### src/rtl/nes_mem_pkg.sv
// Shared types for the NES cartridge memory arbiter.
package nes_mem_pkg;

  localparam int unsigned MEM_ADDR_W = 22;
  localparam int unsigned MEM_DATA_W = 8;
  localparam int unsigned TIMEOUT_W  = 8;

  typedef enum logic {
    SRC_PRG = 1'b0,
    SRC_CHR = 1'b1
  } src_e;

  typedef enum logic {
    ARB_IDLE = 1'b0,
    ARB_BUSY = 1'b1
  } arb_state_e;

  typedef struct packed {
    logic                  we;
    logic [MEM_ADDR_W-1:0] addr;
    logic [MEM_DATA_W-1:0] wdata;
  } mem_req_t;

endpackage

### src/rtl/nes_mem_slot.sv
// Per-source request slot: allow filtering, pending/in-flight registers,
// overrun detection, read-data register and done pulse.
module nes_mem_slot
  import nes_mem_pkg::*;
#(
  parameter bit READ_GATED = 1'b1  // 1: reads also need allow_i (PRG); 0: reads always allowed (CHR)
) (
  input  logic                  clk_i,
  input  logic                  reset_i,
  input  logic                  read_i,
  input  logic                  write_i,
  input  logic [MEM_ADDR_W-1:0] addr_i,
  input  logic                  allow_i,
  input  logic [MEM_DATA_W-1:0] din_i,
  output logic                  offer_valid_o,
  input  logic                  grant_i,
  output mem_req_t              inflight_o,
  input  logic                  complete_i,
  input  logic                  ack_i,
  input  logic [MEM_DATA_W-1:0] rdata_i,
  output logic [MEM_DATA_W-1:0] dout_o,
  output logic                  done_o,
  output logic                  overrun_o
);

  logic                  cap_valid;
  logic                  drop;
  mem_req_t              cap_req;
  mem_req_t              offer;
  logic                  pend_valid_d, pend_valid_q;
  mem_req_t              pend_d, pend_q;
  mem_req_t              inflight_d, inflight_q;
  logic [MEM_DATA_W-1:0] dout_d, dout_q;
  logic                  done_d, done_q;

  // Classify this cycle's strobe: capture as a request or answer locally.
  always_comb begin
    cap_valid     = 1'b0;
    drop          = 1'b0;
    cap_req.we    = write_i;
    cap_req.addr  = addr_i;
    cap_req.wdata = din_i;
    if (write_i) begin
      // Write wins if both strobes arrive together.
      if (allow_i) cap_valid = 1'b1;
      else         drop      = 1'b1;
    end else if (read_i) begin
      if (allow_i || !READ_GATED) cap_valid = 1'b1;
      else                        drop      = 1'b1;
    end
  end

  // An idle arbiter may take a fresh strobe straight to in-flight.
  assign offer_valid_o = pend_valid_q | cap_valid;
  assign offer         = pend_valid_q ? pend_q : cap_req;

  // Next state of pending/in-flight, dout and done.
  always_comb begin
    pend_valid_d = pend_valid_q;
    pend_d       = pend_q;
    inflight_d   = inflight_q;
    overrun_o    = 1'b0;
    if (grant_i) begin
      inflight_d = offer;
      // If the pending entry was granted, a new strobe refills it.
      if (pend_valid_q) begin
        pend_valid_d = cap_valid;
        if (cap_valid) pend_d = cap_req;
      end
    end else if (cap_valid) begin
      overrun_o    = pend_valid_q;
      pend_valid_d = 1'b1;
      pend_d       = cap_req;
    end
    dout_d = dout_q;
    if (complete_i && ack_i && !inflight_q.we) dout_d = rdata_i;
    done_d = drop | complete_i;
  end

  // Slot state registers.
  always_ff @(posedge clk_i or posedge reset_i) begin
    if (reset_i) begin
      pend_valid_q <= 1'b0;
      pend_q       <= '0;
      inflight_q   <= '0;
      dout_q       <= '0;
      done_q       <= 1'b0;
    end else begin
      pend_valid_q <= pend_valid_d;
      pend_q       <= pend_d;
      inflight_q   <= inflight_d;
      dout_q       <= dout_d;
      done_q       <= done_d;
    end
  end

  assign inflight_o = inflight_q;
  assign dout_o     = dout_q;
  assign done_o     = done_q;

endmodule

### src/rtl/nes_mem_arbiter.sv
// Serialises mapper-translated PRG and CHR accesses onto one req/ack memory port.
module nes_mem_arbiter
  import nes_mem_pkg::*;
#(
  parameter int unsigned ADDR_W    = MEM_ADDR_W,
  parameter int unsigned DATA_W    = MEM_DATA_W,
  parameter int unsigned TIMEOUT   = 255,
  parameter bit          CHR_FIRST = 1'b1
) (
  input  logic              clk_i,
  input  logic              reset_i,
  input  logic              prg_read_i,
  input  logic              prg_write_i,
  input  logic [ADDR_W-1:0] prg_aout_i,
  input  logic              prg_allow_i,
  input  logic [DATA_W-1:0] prg_din_i,
  output logic [DATA_W-1:0] prg_dout_o,
  output logic              prg_done_o,
  input  logic              chr_read_i,
  input  logic              chr_write_i,
  input  logic [ADDR_W-1:0] chr_aout_i,
  input  logic              chr_allow_i,
  input  logic [DATA_W-1:0] chr_din_i,
  output logic [DATA_W-1:0] chr_dout_o,
  output logic              chr_done_o,
  output logic              mem_req_o,
  output logic              mem_we_o,
  output logic [ADDR_W-1:0] mem_addr_o,
  output logic [DATA_W-1:0] mem_wdata_o,
  input  logic              mem_ack_i,
  input  logic [DATA_W-1:0] mem_rdata_i,
  output logic              err_overrun_o,
  output logic              err_timeout_o
);

  localparam logic [TIMEOUT_W-1:0] TmoLimit = TIMEOUT_W'(TIMEOUT);

  arb_state_e           state_d, state_q;
  src_e                 src_d, src_q;
  src_e                 last_grant_d, last_grant_q;
  src_e                 sel_src;
  logic [TIMEOUT_W-1:0] tmo_cnt_d, tmo_cnt_q, tmo_inc;
  logic                 err_overrun_q, err_timeout_q;
  logic                 prg_offer, chr_offer;
  logic                 grant_prg, grant_chr;
  logic                 ack_hit, tmo_hit;
  logic                 complete_prg, complete_chr;
  logic                 prg_overrun, chr_overrun;
  mem_req_t             prg_inflight, chr_inflight, req_mux;

  nes_mem_slot #(.READ_GATED(1'b1)) u_prg_slot (
    .clk_i         (clk_i),
    .reset_i       (reset_i),
    .read_i        (prg_read_i),
    .write_i       (prg_write_i),
    .addr_i        (prg_aout_i),
    .allow_i       (prg_allow_i),
    .din_i         (prg_din_i),
    .offer_valid_o (prg_offer),
    .grant_i       (grant_prg),
    .inflight_o    (prg_inflight),
    .complete_i    (complete_prg),
    .ack_i         (ack_hit),
    .rdata_i       (mem_rdata_i),
    .dout_o        (prg_dout_o),
    .done_o        (prg_done_o),
    .overrun_o     (prg_overrun)
  );

  nes_mem_slot #(.READ_GATED(1'b0)) u_chr_slot (
    .clk_i         (clk_i),
    .reset_i       (reset_i),
    .read_i        (chr_read_i),
    .write_i       (chr_write_i),
    .addr_i        (chr_aout_i),
    .allow_i       (chr_allow_i),
    .din_i         (chr_din_i),
    .offer_valid_o (chr_offer),
    .grant_i       (grant_chr),
    .inflight_o    (chr_inflight),
    .complete_i    (complete_chr),
    .ack_i         (ack_hit),
    .rdata_i       (mem_rdata_i),
    .dout_o        (chr_dout_o),
    .done_o        (chr_done_o),
    .overrun_o     (chr_overrun)
  );

  // Round-robin pick: under contention, grant whoever did not win last.
  always_comb begin
    sel_src = SRC_PRG;
    if (prg_offer && chr_offer) sel_src = (last_grant_q == SRC_PRG) ? SRC_CHR : SRC_PRG;
    else if (chr_offer)         sel_src = SRC_CHR;
  end

  // Saturating timeout increment and abort condition.
  always_comb begin
    tmo_inc = (tmo_cnt_q == '1) ? tmo_cnt_q : tmo_cnt_q + 1'b1;
    ack_hit = (state_q == ARB_BUSY) && mem_ack_i;
    tmo_hit = (state_q == ARB_BUSY) && !mem_ack_i && (tmo_inc == TmoLimit);
  end

  // State register.
  always_ff @(posedge clk_i or posedge reset_i) begin
    if (reset_i) begin
      state_q       <= ARB_IDLE;
      src_q         <= SRC_PRG;
      last_grant_q  <= CHR_FIRST ? SRC_PRG : SRC_CHR;
      tmo_cnt_q     <= '0;
      err_overrun_q <= 1'b0;
      err_timeout_q <= 1'b0;
    end else begin
      state_q       <= state_d;
      src_q         <= src_d;
      last_grant_q  <= last_grant_d;
      tmo_cnt_q     <= tmo_cnt_d;
      err_overrun_q <= err_overrun_q | prg_overrun | chr_overrun;
      err_timeout_q <= err_timeout_q | tmo_hit;
    end
  end

  // Next-state logic.
  always_comb begin
    state_d      = state_q;
    src_d        = src_q;
    last_grant_d = last_grant_q;
    tmo_cnt_d    = tmo_cnt_q;
    unique case (state_q)
      ARB_IDLE: begin
        if (prg_offer || chr_offer) begin
          src_d        = sel_src;
          last_grant_d = sel_src;
          tmo_cnt_d    = '0;
          state_d      = ARB_BUSY;
        end
      end
      ARB_BUSY: begin
        if (mem_ack_i || tmo_hit) state_d   = ARB_IDLE;
        else                      tmo_cnt_d = tmo_inc;
      end
      default: state_d = ARB_IDLE;
    endcase
  end

  // Outputs: grants, completions and the memory port mux.
  always_comb begin
    grant_prg    = (state_q == ARB_IDLE) && (prg_offer || chr_offer) && (sel_src == SRC_PRG);
    grant_chr    = (state_q == ARB_IDLE) && (prg_offer || chr_offer) && (sel_src == SRC_CHR);
    complete_prg = (ack_hit || tmo_hit) && (src_q == SRC_PRG);
    complete_chr = (ack_hit || tmo_hit) && (src_q == SRC_CHR);
    req_mux      = (src_q == SRC_PRG) ? prg_inflight : chr_inflight;
    mem_req_o    = (state_q == ARB_BUSY);
    mem_we_o     = req_mux.we;
    mem_addr_o   = req_mux.addr;
    mem_wdata_o  = req_mux.wdata;
  end

  assign err_overrun_o = err_overrun_q;
  assign err_timeout_o = err_timeout_q;

endmodule

### config.mk
export PLATFORM = sky130hd
export DESIGN_NAME = nes_mem_arbiter
export DESIGN_NICKNAME = d
export VERILOG_FILES = /design/src/rtl/nes_mem_pkg.sv /design/src/rtl/nes_mem_slot.sv /design/src/rtl/nes_mem_arbiter.sv
export SDC_FILE = /design/constraint.sdc
export NUM_CORES = 1
export LEC_CHECK = 0
export ABC_AREA = 1
export CAP_MARGIN = 20
export CORE_MARGIN = 4
export CORE_UTILIZATION = 48
export DETAILED_ROUTE_END_ITERATION = 10
export GPL_ROUTABILITY_DRIVEN = 1
export GPL_TIMING_DRIVEN = 1
export PLACE_DENSITY = 0.75
export REMOVE_ABC_BUFFERS = 1
export SYNTH_ARGS = -nofsm -noshare
export SYNTH_HDL_FRONTEND = slang
export SYNTH_SLANG_ARGS = --single-unit
### constraint.sdc
create_clock -name clk_i -period 5.6 [get_ports clk_i]
set_input_delay 1.12 -clock clk_i [delete_from_list [all_inputs] [get_ports clk_i]]
set_output_delay 1.12 -clock clk_i [all_outputs]
set_load 0.05 [all_outputs]
==> flow_metrics.tcl, run 1 <==
set metrics [dict create \
    clk_pin_slew_ns 0.06 \
    async_flop_share 1.000 \
    syn_area_sq_mm 0.007127 \
    drt_iter0_markers 616 \
    cts_tree "built" \
    avgRoutedWirePerCell_um 15.29 \
    postCtsHoldBufs 0 \
    multi_input_area_sq_mm 0.002761 \
    cap_violations 0 \
    setup_viol 0 \
    ant_nets 0 \
    final_cell_area_sq_mm 0.009121 \
    holdWs_ns 0.4708 \
    hold_path_class "reg -> reg" \
    clock_latency_ns 0.42 \
    drive_above_1_share 0.05748 \
    core.rowCount 44 \
    fill_cells 1241 \
    htreeDepth 4 \
    place_area_sq_mm 0.008471 \
    gp_congestion 0.8132 \
    viasPerCell 5.232 \
    synth_top_cell_area_share 0.5478 \
    post-cts-setup-buffers 0 \
    numCtsBuffers 17 \
    clock-skew-final_ns 0.005812 \
    ys_seq_area_frac 0.5478 \
    clk_path_buf_depth 2 \
    total_power_mw 5.905 \
    ir_drop_uv 414.1 \
    synth_most_common_cell "nand2_1" \
    antennaDiodeCount 0 \
    crit_arrival_ns 3.02 \
    fin_crit_sh 0.7399 \
    die_h_um 129.9 \
    critPathKind "reg -> out" \
    synthTopCellsByCount "nand2_1 (329), dfrtp_1 (156), o21ai_0 (84)" \
    pin_count 129 \
    first_global_vias 5995 \
    hold_viol 0 \
    met1_length_um 8279 \
    fmax_mhz 241.3 \
    first_pass_iters 5 \
    critical_path_required_ns 4.48 \
    relSlewSlack 0.4047 \
    area_growth_pct 27.98 \
    postCtsResizedCells 0 \
    period_needed_ns 4.144 \
    synth_seq_cells 156 \
    nets 1075 \
    dp_hpwl_um 11070 \
    grt_pass1_wl_um 29770 \
    wl_met2_um 8402 \
    synthCells 893 \
    portBuffers 128 \
    yosysUniqueCellTypes 25 \
    synthFlopType "dfrtp_1" \
    crit_path_end_kind "output port" \
    syn_avg_cell_area_sq_um 7.981 \
    core_sq_mm 0.01453 \
    yosysTopAreaCell "dfrtp_1" \
    wl_um 18240 \
    seq_area_sq_mm 0.003904 \
    rsz0062_at_grt "false" \
    synth.area.top_cells "dfrtp_1 (55%), nand2_1 (17%), o21ai_0 (5.9%)" \
    dr_wl_met3_um 1204 \
    setup_slack_ns 1.456 \
    clkSinkCount 156 \
    pre_cts_slack_ns 1.246 \
    overflow 0 \
    grt_max_degree 84 \
    grtUsageTotal 0.2244 \
    top_layer "met4" \
    worstMarginPinSlew_ns 0.8929 \
    num_vias 6242 \
    finalMaxSlewViolations 0 \
    dieArea_sq_mm 0.01686 \
    die_x_um 129.9 \
    initial_utilization 0.4904 \
    clockRootBuffer "clkbuf_16" \
    ys_warn_count 0 \
    status "completed" \
    critPathMaxFanout 30 \
    drcViolationCount 0 \
    cp-start-kind "register" \
    p_per_area_mw_per_mm2 647.4 \
    synth_edf_count 0 \
    setup_tns_ns 0 \
    antenna_found_initial 0 \
    p_leak_nw 4.358 \
]
[sequential cells by signal, indices dropped and copies added, names as in the netlist]
| name | count |
|---|---|
| last_grant_q | 1 |
| mem_req_o | 1 |
| err_overrun_o | 1 |
| u_chr_slot.done_o | 1 |
| err_timeout_o | 1 |
| u_chr_slot.pend_q | 31 |
| u_chr_slot.pend_valid_q | 1 |
| tmo_cnt_q | 8 |
| u_prg_slot.dout_o | 8 |
| u_prg_slot.pend_valid_q | 1 |
| u_prg_slot.done_o | 1 |
| u_prg_slot.pend_q | 31 |
| u_chr_slot.inflight_o | 31 |
| u_chr_slot.dout_o | 8 |
| u_prg_slot.inflight_o | 31 |
[metrics by stage]
stage	util	std cells
floorplan	-	841
global placement	0.5828	1161
detailed placement	0.5828	1161
CTS	0.6262	1192
global route	0.6276	1193
finish	0.6276	1193
[layer usage]
metal / up-vias / GRT usage
li1: 3068 / -
met1: 2912 / 0.3113
met2: 230 / 0.3443
met3: 32 / 0.05403
met4: 0 / 0.08496
met5: - / 0
[worst paths after layout]
check | slack, ns | cells after the start | start | to
max in group asynchronous | 3.35 | 3 | reset_i | u_prg_slot.pend_q[30]$_DFFE_PP0P_
hold / removal | 0.47 | 2 | err_timeout_o$_DFF_PP0_ | err_timeout_o$_DFF_PP0_
setup / recovery | 1.46 | 6 | last_grant_q$_DFFE_PP0P_ | mem_addr_o[5]
setup reg to reg | 1.97 | 8 | u_chr_slot.pend_valid_q$_DFFE_PP0P_ | u_prg_slot.pend_q[17]$_DFFE_PP0P_
min in group asynchronous | 1.20 | 2 | reset_i | tmo_cnt_q[3]$_DFFE_PP0P_
hold reg to reg | 0.47 | 2 | err_timeout_o$_DFF_PP0_ | err_timeout_o$_DFF_PP0_
[cell families after synthesis]
family	after synthesis	share of synthesized area
xor gates and xnor gates	1	0.001229
DFF	156	0.5478
adders and majority gates	1	0.001755
and+or+nand+nor	467	0.2614
AOI/OAI and AO/OA	155	0.1213
buffers and inverters	113	0.06654
[where the power goes]
part / internal [mW] / total, mW / switching, mW
Sequential: 1.60 / 1.85 / 0.249
Clock: 0.780 / 1.22 / 0.439
Combinational: 0.886 / 2.84 / 1.95
[cell usage in the layout, fill, tap and decap left out, types with 8 or more instances in the layout]
cell type,instances
a21oi_1,28
a31oi_1,32
buf_4,8
clkbuf_16,17
clkdlybuf4s50_1,128
dfrtp_1,156
inv_1,56
nand2_1,329
nand3_1,55
nor2_1,69
o21ai_0,84
[area by class of cell]
class | instances | area share
clock buffers | 25 | 0.05761
clock inverters | 6 | 0.01152
inverters | 61 | 0.02565
multi-input cells | 624 | 0.3027
flip-flops and latches | 156 | 0.4280
well taps | 184 | 0.02524
repair buffers | 137 | 0.1492
[worst max-delay path, cell delays in order (launching register included)]
cell and delay, ns:
dfrtp_1 0.32, buf_4 0.36, clkinv_1 0.59, buf_4 0.43, nand2_1 0.09, nand2_1 0.08, clkdlybuf4s50_1 0.71
No activity file was read; power rests on OpenSTA's default activity.
==> inputs of run 2 (changes only) <==
==> constraint.sdc (replaced) <==
create_clock -name clk_i -period 3.35 [get_ports clk_i]
set_input_delay 0.67 -clock clk_i [delete_from_list [all_inputs] [get_ports clk_i]]
set_output_delay 0.67 -clock clk_i [all_outputs]
set_load 0.05 [all_outputs]
==> run 2 against run 1 <==
  * Routed wire length down 3.0%
  * Combinational power up 69%
  * Sequential share of layout area down 0.35 points
  * Largest cell class unchanged
  * Die area unchanged
  * First-iteration DRC count down 31%
  * Highest routed layer unchanged
  * Register-to-register slack worse by 0.87 ns
  * Critical endpoint is now mem_addr_o[0]
==> flow_metrics.tcl, run 2 (synthesis results as in run 1) <==
set metrics [dict create \
    ir_drop_uv 545.4 \
    core.rowCount 44 \
    final_util 0.6327 \
    setup_viol 0 \
    critPathSlowestCell "clkinv_1" \
    reg2regPathDepth 10 \
    cp.depth 5 \
    antenna_found_initial 0 \
    post-place-cells 1170 \
    clock_latency_ns 0.42 \
    holdWs_ns 0.4668 \
    pwr-share-comb 0.482 \
    final_cell_mix "nand2_1 (329), dfrtp_1 (156), clkdlybuf4s50_1 (97), o21ai_0 (84), nor2_1 (69)" \
    dieArea_sq_mm 0.01686 \
    postCtsResizedCells 0 \
    crit_chain "clkinv_1 -> buf_4 -> nand2_1 -> o21ai_0 -> buf_12" \
    p_per_area_mw_per_mm2 1082 \
    final_common_cell "nand2_1" \
    drcViolationCount 0 \
    worstMarginPinSlew_ns 0.6722 \
    clockPowerShare 0.208 \
    first_global_vias 5885 \
    clk_path_buf_depth 2 \
    status "completed" \
    pin_count 129 \
    hold_path_startpoint "err_timeout_o$_DFF_PP0_" \
    postCtsHoldBufs 0 \
    grtUsageTotal 0.2191 \
    post-cts-setup-buffers 0 \
    area_growth_pct 29.04 \
    period_needed_ns 2.785 \
    rsz0062_at_grt "false" \
    crit_path_end_kind "output port" \
    fill_cells 1245 \
    numCtsBuffers 17 \
    clockRootBuffer "clkbuf_16" \
    p_int_mw 5.502 \
    p_seq_frac 0.310 \
    holdPathStages 2 \
    critPathKind "reg -> out" \
    critPathMaxStageDelay_ns 0.54 \
    rr_startpoint "u_prg_slot.pend_valid_q$_DFFE_PP0P_" \
    initial_utilization 0.4904 \
    ant_nets 0 \
    critPathMaxFanout 21 \
    overflow 0 \
    nets 1083 \
    core_sq_mm 0.01453 \
    cp-start-kind "register" \
    seq_area_sq_mm 0.003904 \
    viasPerCell 5.136 \
    fin_cells 1202 \
    worst-path-buf-inv 3 \
    crit_arrival_ns 2.12 \
    drt_iter0_markers 425 \
    finalMaxSlewViolations 0 \
    num_vias 6174 \
    cts_tree "built" \
    fmax_mhz 359.1 \
    crit_start "last_grant_q$_DFFE_PP0P_" \
    clkSinkCount 156 \
    clk_pin_slew_ns 0.06 \
    relSlewSlack 0.5491 \
    die_x_um 129.9 \
    clock-skew-final_ns 0.005094 \
    gp_congestion 0.8542 \
    htreeDepth 4 \
    die_h_um 129.9 \
    first_pass_iters 5 \
    hold_path_class "reg -> reg" \
    multi_input_area_sq_mm 0.002761 \
    grt_max_degree 64 \
    drive_above_1_share 0.09627 \
    dp_hpwl_um 11500 \
    wl_um 17690 \
    avgRoutedWirePerCell_um 14.72 \
    path_delay_family "buffers and inverters" \
    cap_violations 0 \
    hold_viol 0 \
    pre_cts_slack_ns 0.4453 \
    p_leak_nw 4.457 \
    p_sw_frac 0.4473 \
    fin_crit_sh 0.8313 \
    grt_pass1_wl_um 29260 \
    r2r_slack_ns 1.10 \
    p_sw_mw 4.453 \
    antennaDiodeCount 0 \
    critical_path_required_ns 2.68 \
    setup_slack_ns 0.5650 \
    portBuffers 128 \
]
==> run 2: changes by cell type in the layout (fill, tap and decap cells not counted), moves of 2 or more <==
cell	change
clkinv_4	+2
clkbuf_8	-4
clkdlybuf4s50_1	-31
buf_4	+32
buf_12	+7
==> run 2: layout make-up <==
class,count,area share
Sequential cell,156,0.4245
Multi-Input combinational cell,624,0.3003
Timing Repair Buffer,145,0.1556
Clock buffer,21,0.05116
Inverter,61,0.02544
Tap cell,184,0.02503
Clock inverter,11,0.01796
==> run 2: final timing paths <==
path,endpoint
hold / removal,err_timeout_o$_DFF_PP0_
max in group asynchronous,u_chr_slot.inflight_o[29]$_DFFE_PP0P_
hold reg to reg,err_timeout_o$_DFF_PP0_
min in group asynchronous,u_prg_slot.inflight_o[30]$_DFFE_PP0N_
setup / recovery,mem_addr_o[0]
setup reg to reg,u_chr_slot.pend_q[15]$_DFFE_PP0P_
==> run 2: worst reg2reg max path, cell delays in order (launching register included) <==
cell	delay [ns]
dfrtp_1	0.33
buf_4	0.35
inv_2	0.08
o21ai_2	0.10
nand2_1	0.15
nand3_2	0.11
inv_2	0.10
o21ai_4	0.41
buf_12	0.29
nor2_1	0.11
a21oi_1	0.14
==> run 2: per-layer routing <==
| metal | share of wire | vias to the layer above | track usage | wire, um |
|---|---|---|---|---|
| met5 | 0 | - | 0 | 0 |
| met1 | 0.46 | 2902 | 0.3008 | 8208 |
| met4 | 0.021 | 0 | 0.07763 | 366 |
| li1 | - | 3089 | - | - |
| met3 | 0.055 | 27 | 0.04871 | 977 |
| met2 | 0.46 | 156 | 0.3458 | 8136 |
==> run 2: per-stage QoR <==
stage / power (mW) / cell area [sq um] / TNS (ns)
after floorplan: 6.223 / 6882 / -253.39
after global placement: 7.831 / 8561 / 0
after detailed placement: 7.951 / 8561 / 0
after CTS: 10.04 / 9196 / 0
after global routing: 10.62 / 9196 / 0
final: 9.955 / 9196 / 0
==> run 2: power by group through the flow <==
stage | Clock, mW | Combinational (mW) | Sequential, mW
finish | 2.07 | 4.80 | 3.09
global route | 2.18 | 5.25 | 3.19
CTS | 2.09 | 4.86 | 3.09
detailed placement | 0 | 4.85 | 3.11
global placement | 0 | 4.75 | 3.09
floorplan | 0 | 2.80 | 3.42
==> inputs of run 3 (changes only) <==
==> constraint.sdc (replaced) <==
create_clock -name clk_i -period 2.4 [get_ports clk_i]
set_input_delay 0.48 -clock clk_i [delete_from_list [all_inputs] [get_ports clk_i]]
set_output_delay 0.48 -clock clk_i [all_outputs]
set_load 0.05 [all_outputs]
==> run 3 against run 2 <==
  * Via count up 0.73%
  * Count of clock-buffer cells in the layout up 3
  * Clock skew down 0.00089 ns
  * Combinational power up 42%
  * Total power up 41%
  * Utilization up 0.76 points
  * Critical path depth unchanged
  * Sequential share of layout area down 0.50 points
  * Clock power up 41%
==> flow_metrics.tcl, run 3 (synthesis results as in run 1) <==
set metrics [dict create \
    clk_pin_slew_ns 0.06 \
    fmax_mhz 468.3 \
    wl_met2_um 8324 \
    grtUsageTotal 0.2232 \
    viasPerCell 5.148 \
    clk_path_buf_depth 2 \
    grt_max_degree 57 \
    rsz0062_at_grt "false" \
    hold_viol 0 \
    rr_startpoint "tmo_cnt_q[1]$_DFFE_PP0P_" \
    postCtsHoldBufs 0 \
    dr_wl_met3_um 1130 \
    first_global_vias 5941 \
    multi_input_area_sq_mm 0.002761 \
    cap_violations 0 \
    portBuffers 128 \
    dieArea_sq_mm 0.01686 \
    critical_path_required_ns 1.92 \
    seq_area_sq_mm 0.003904 \
    overflow 0 \
    cp-start-kind "register" \
    pin_count 129 \
    core_sq_mm 0.01453 \
    die_x_um 129.9 \
    period_needed_ns 2.136 \
    initial_utilization 0.4904 \
    drt_iter0_markers 408 \
    antenna_found_initial 0 \
    crit_arrival_ns 1.66 \
    p_per_area_mw_per_mm2 1509 \
    crit_start "last_grant_q$_DFFE_PP0P_" \
    num_vias 6219 \
    cts_tree "built" \
    ant_nets 0 \
    avgRoutedWirePerCell_um 14.67 \
    fin_crit_sh 0.8898 \
    nets 1090 \
    wl_um 17720 \
    top_layer "met4" \
    fill_cells 1299 \
    clock_latency_ns 0.42 \
    critPathKind "reg -> out" \
    total_power_mw 14.04 \
    dp_hpwl_um 11930 \
    clock-skew-final_ns 0.004207 \
    final_common_cell "nand2_1" \
    hold_path_class "in -> async" \
    final_util 0.6403 \
    critPathMaxFanout 17 \
    drcViolationCount 0 \
    final_cell_mix "nand2_1 (329), dfrtp_1 (156), clkdlybuf4s50_1 (97), o21ai_0 (84), nor2_1 (69)" \
    met1_length_um 8132 \
    worstMarginPinSlew_ns 0.5372 \
    drive_above_1_share 0.09961 \
    p_leak_nw 4.515 \
    core.rowCount 44 \
    relSlewSlack 0.6419 \
    setup_viol 0 \
    status "completed" \
    finalMaxSlewViolations 0 \
    htreeDepth 4 \
    area_growth_pct 30.58 \
    first_pass_iters 5 \
    grt_pass1_wl_um 29590 \
    ir_drop_uv 696.9 \
    gp_congestion 0.7988 \
    crit_path_end_kind "output port" \
    clockRootBuffer "clkbuf_16" \
    clkSinkCount 156 \
    numCtsBuffers 17 \
    die_h_um 129.9 \
    antennaDiodeCount 0 \
]
==> run 3: metal layers <==
| layer | up-vias | global-route usage |
|---|---|---|
| met5 | - | 0 |
| li1 | 3088 | - |
| met4 | 0 | 0.05440 |
| met1 | 2926 | 0.3015 |
| met2 | 193 | 0.3652 |
| met3 | 12 | 0.05608 |
==> run 3: layout make-up <==
type,instances,area share
multi-input combinational,624,0.2967
timing repair buffer,152,0.1648
clock buffer,24,0.05176
inverter,61,0.02528
clock inverter,7,0.01721
sequential,156,0.4195
tap,184,0.02474
==> run 3: final timing paths <==
path	end	slack, ns	depth (start not counted)
max	mem_addr_o[18]	0.26	5
min in group clk_i	u_prg_slot.pend_q[0]$_DFFE_PP0P_	0.47	2
min	u_chr_slot.pend_valid_q$_DFFE_PP0P_	0.47	2
max reg2reg	tmo_cnt_q[6]$_DFFE_PP0P_	0.40	11
min reg2reg	u_prg_slot.pend_q[0]$_DFFE_PP0P_	0.47	2
max in group asynchronous	u_chr_slot.pend_q[22]$_DFFE_PP0P_	1.36	3
==> run 3: worst max-delay path: stages (launching register included) <==
cell      delay [ns]
dfrtp_1         0.38
clkinv_2        0.20
buf_4           0.27
nand2_1         0.09
nand2_1         0.09
buf_4           0.20
==> run 3: per-stage QoR <==
stage	instances	hold WS, ns	worst slack [ns]	cell area, sq um	TNS [ns]
3_5_place_dp	1177	0.4501	0.08432	8663	0
3_3_place_gp	1177	0.4488	0.1472	8663	0
5_1_grt	1208	0.4956	0.1309	9306	0
2_1_floorplan	841	0.4417	-2.287	6882	-453.07
4_1_cts	1208	0.4664	0.2204	9306	0
6_report	1208	0.4681	0.2644	9306	0
==> run 3: power breakdown <==
group / total, mW / internal, mW / switching [mW]
clock: 2.92 / 1.92 / 1.00
sequential: 4.32 / 3.73 / 0.588
combinational: 6.80 / 2.22 / 4.58
==> run 3: what timing repair did <==
item                       CTS  global route
setup endpoints to repair   15             0
setup buffers                0             0
gates resized for setup      1             0
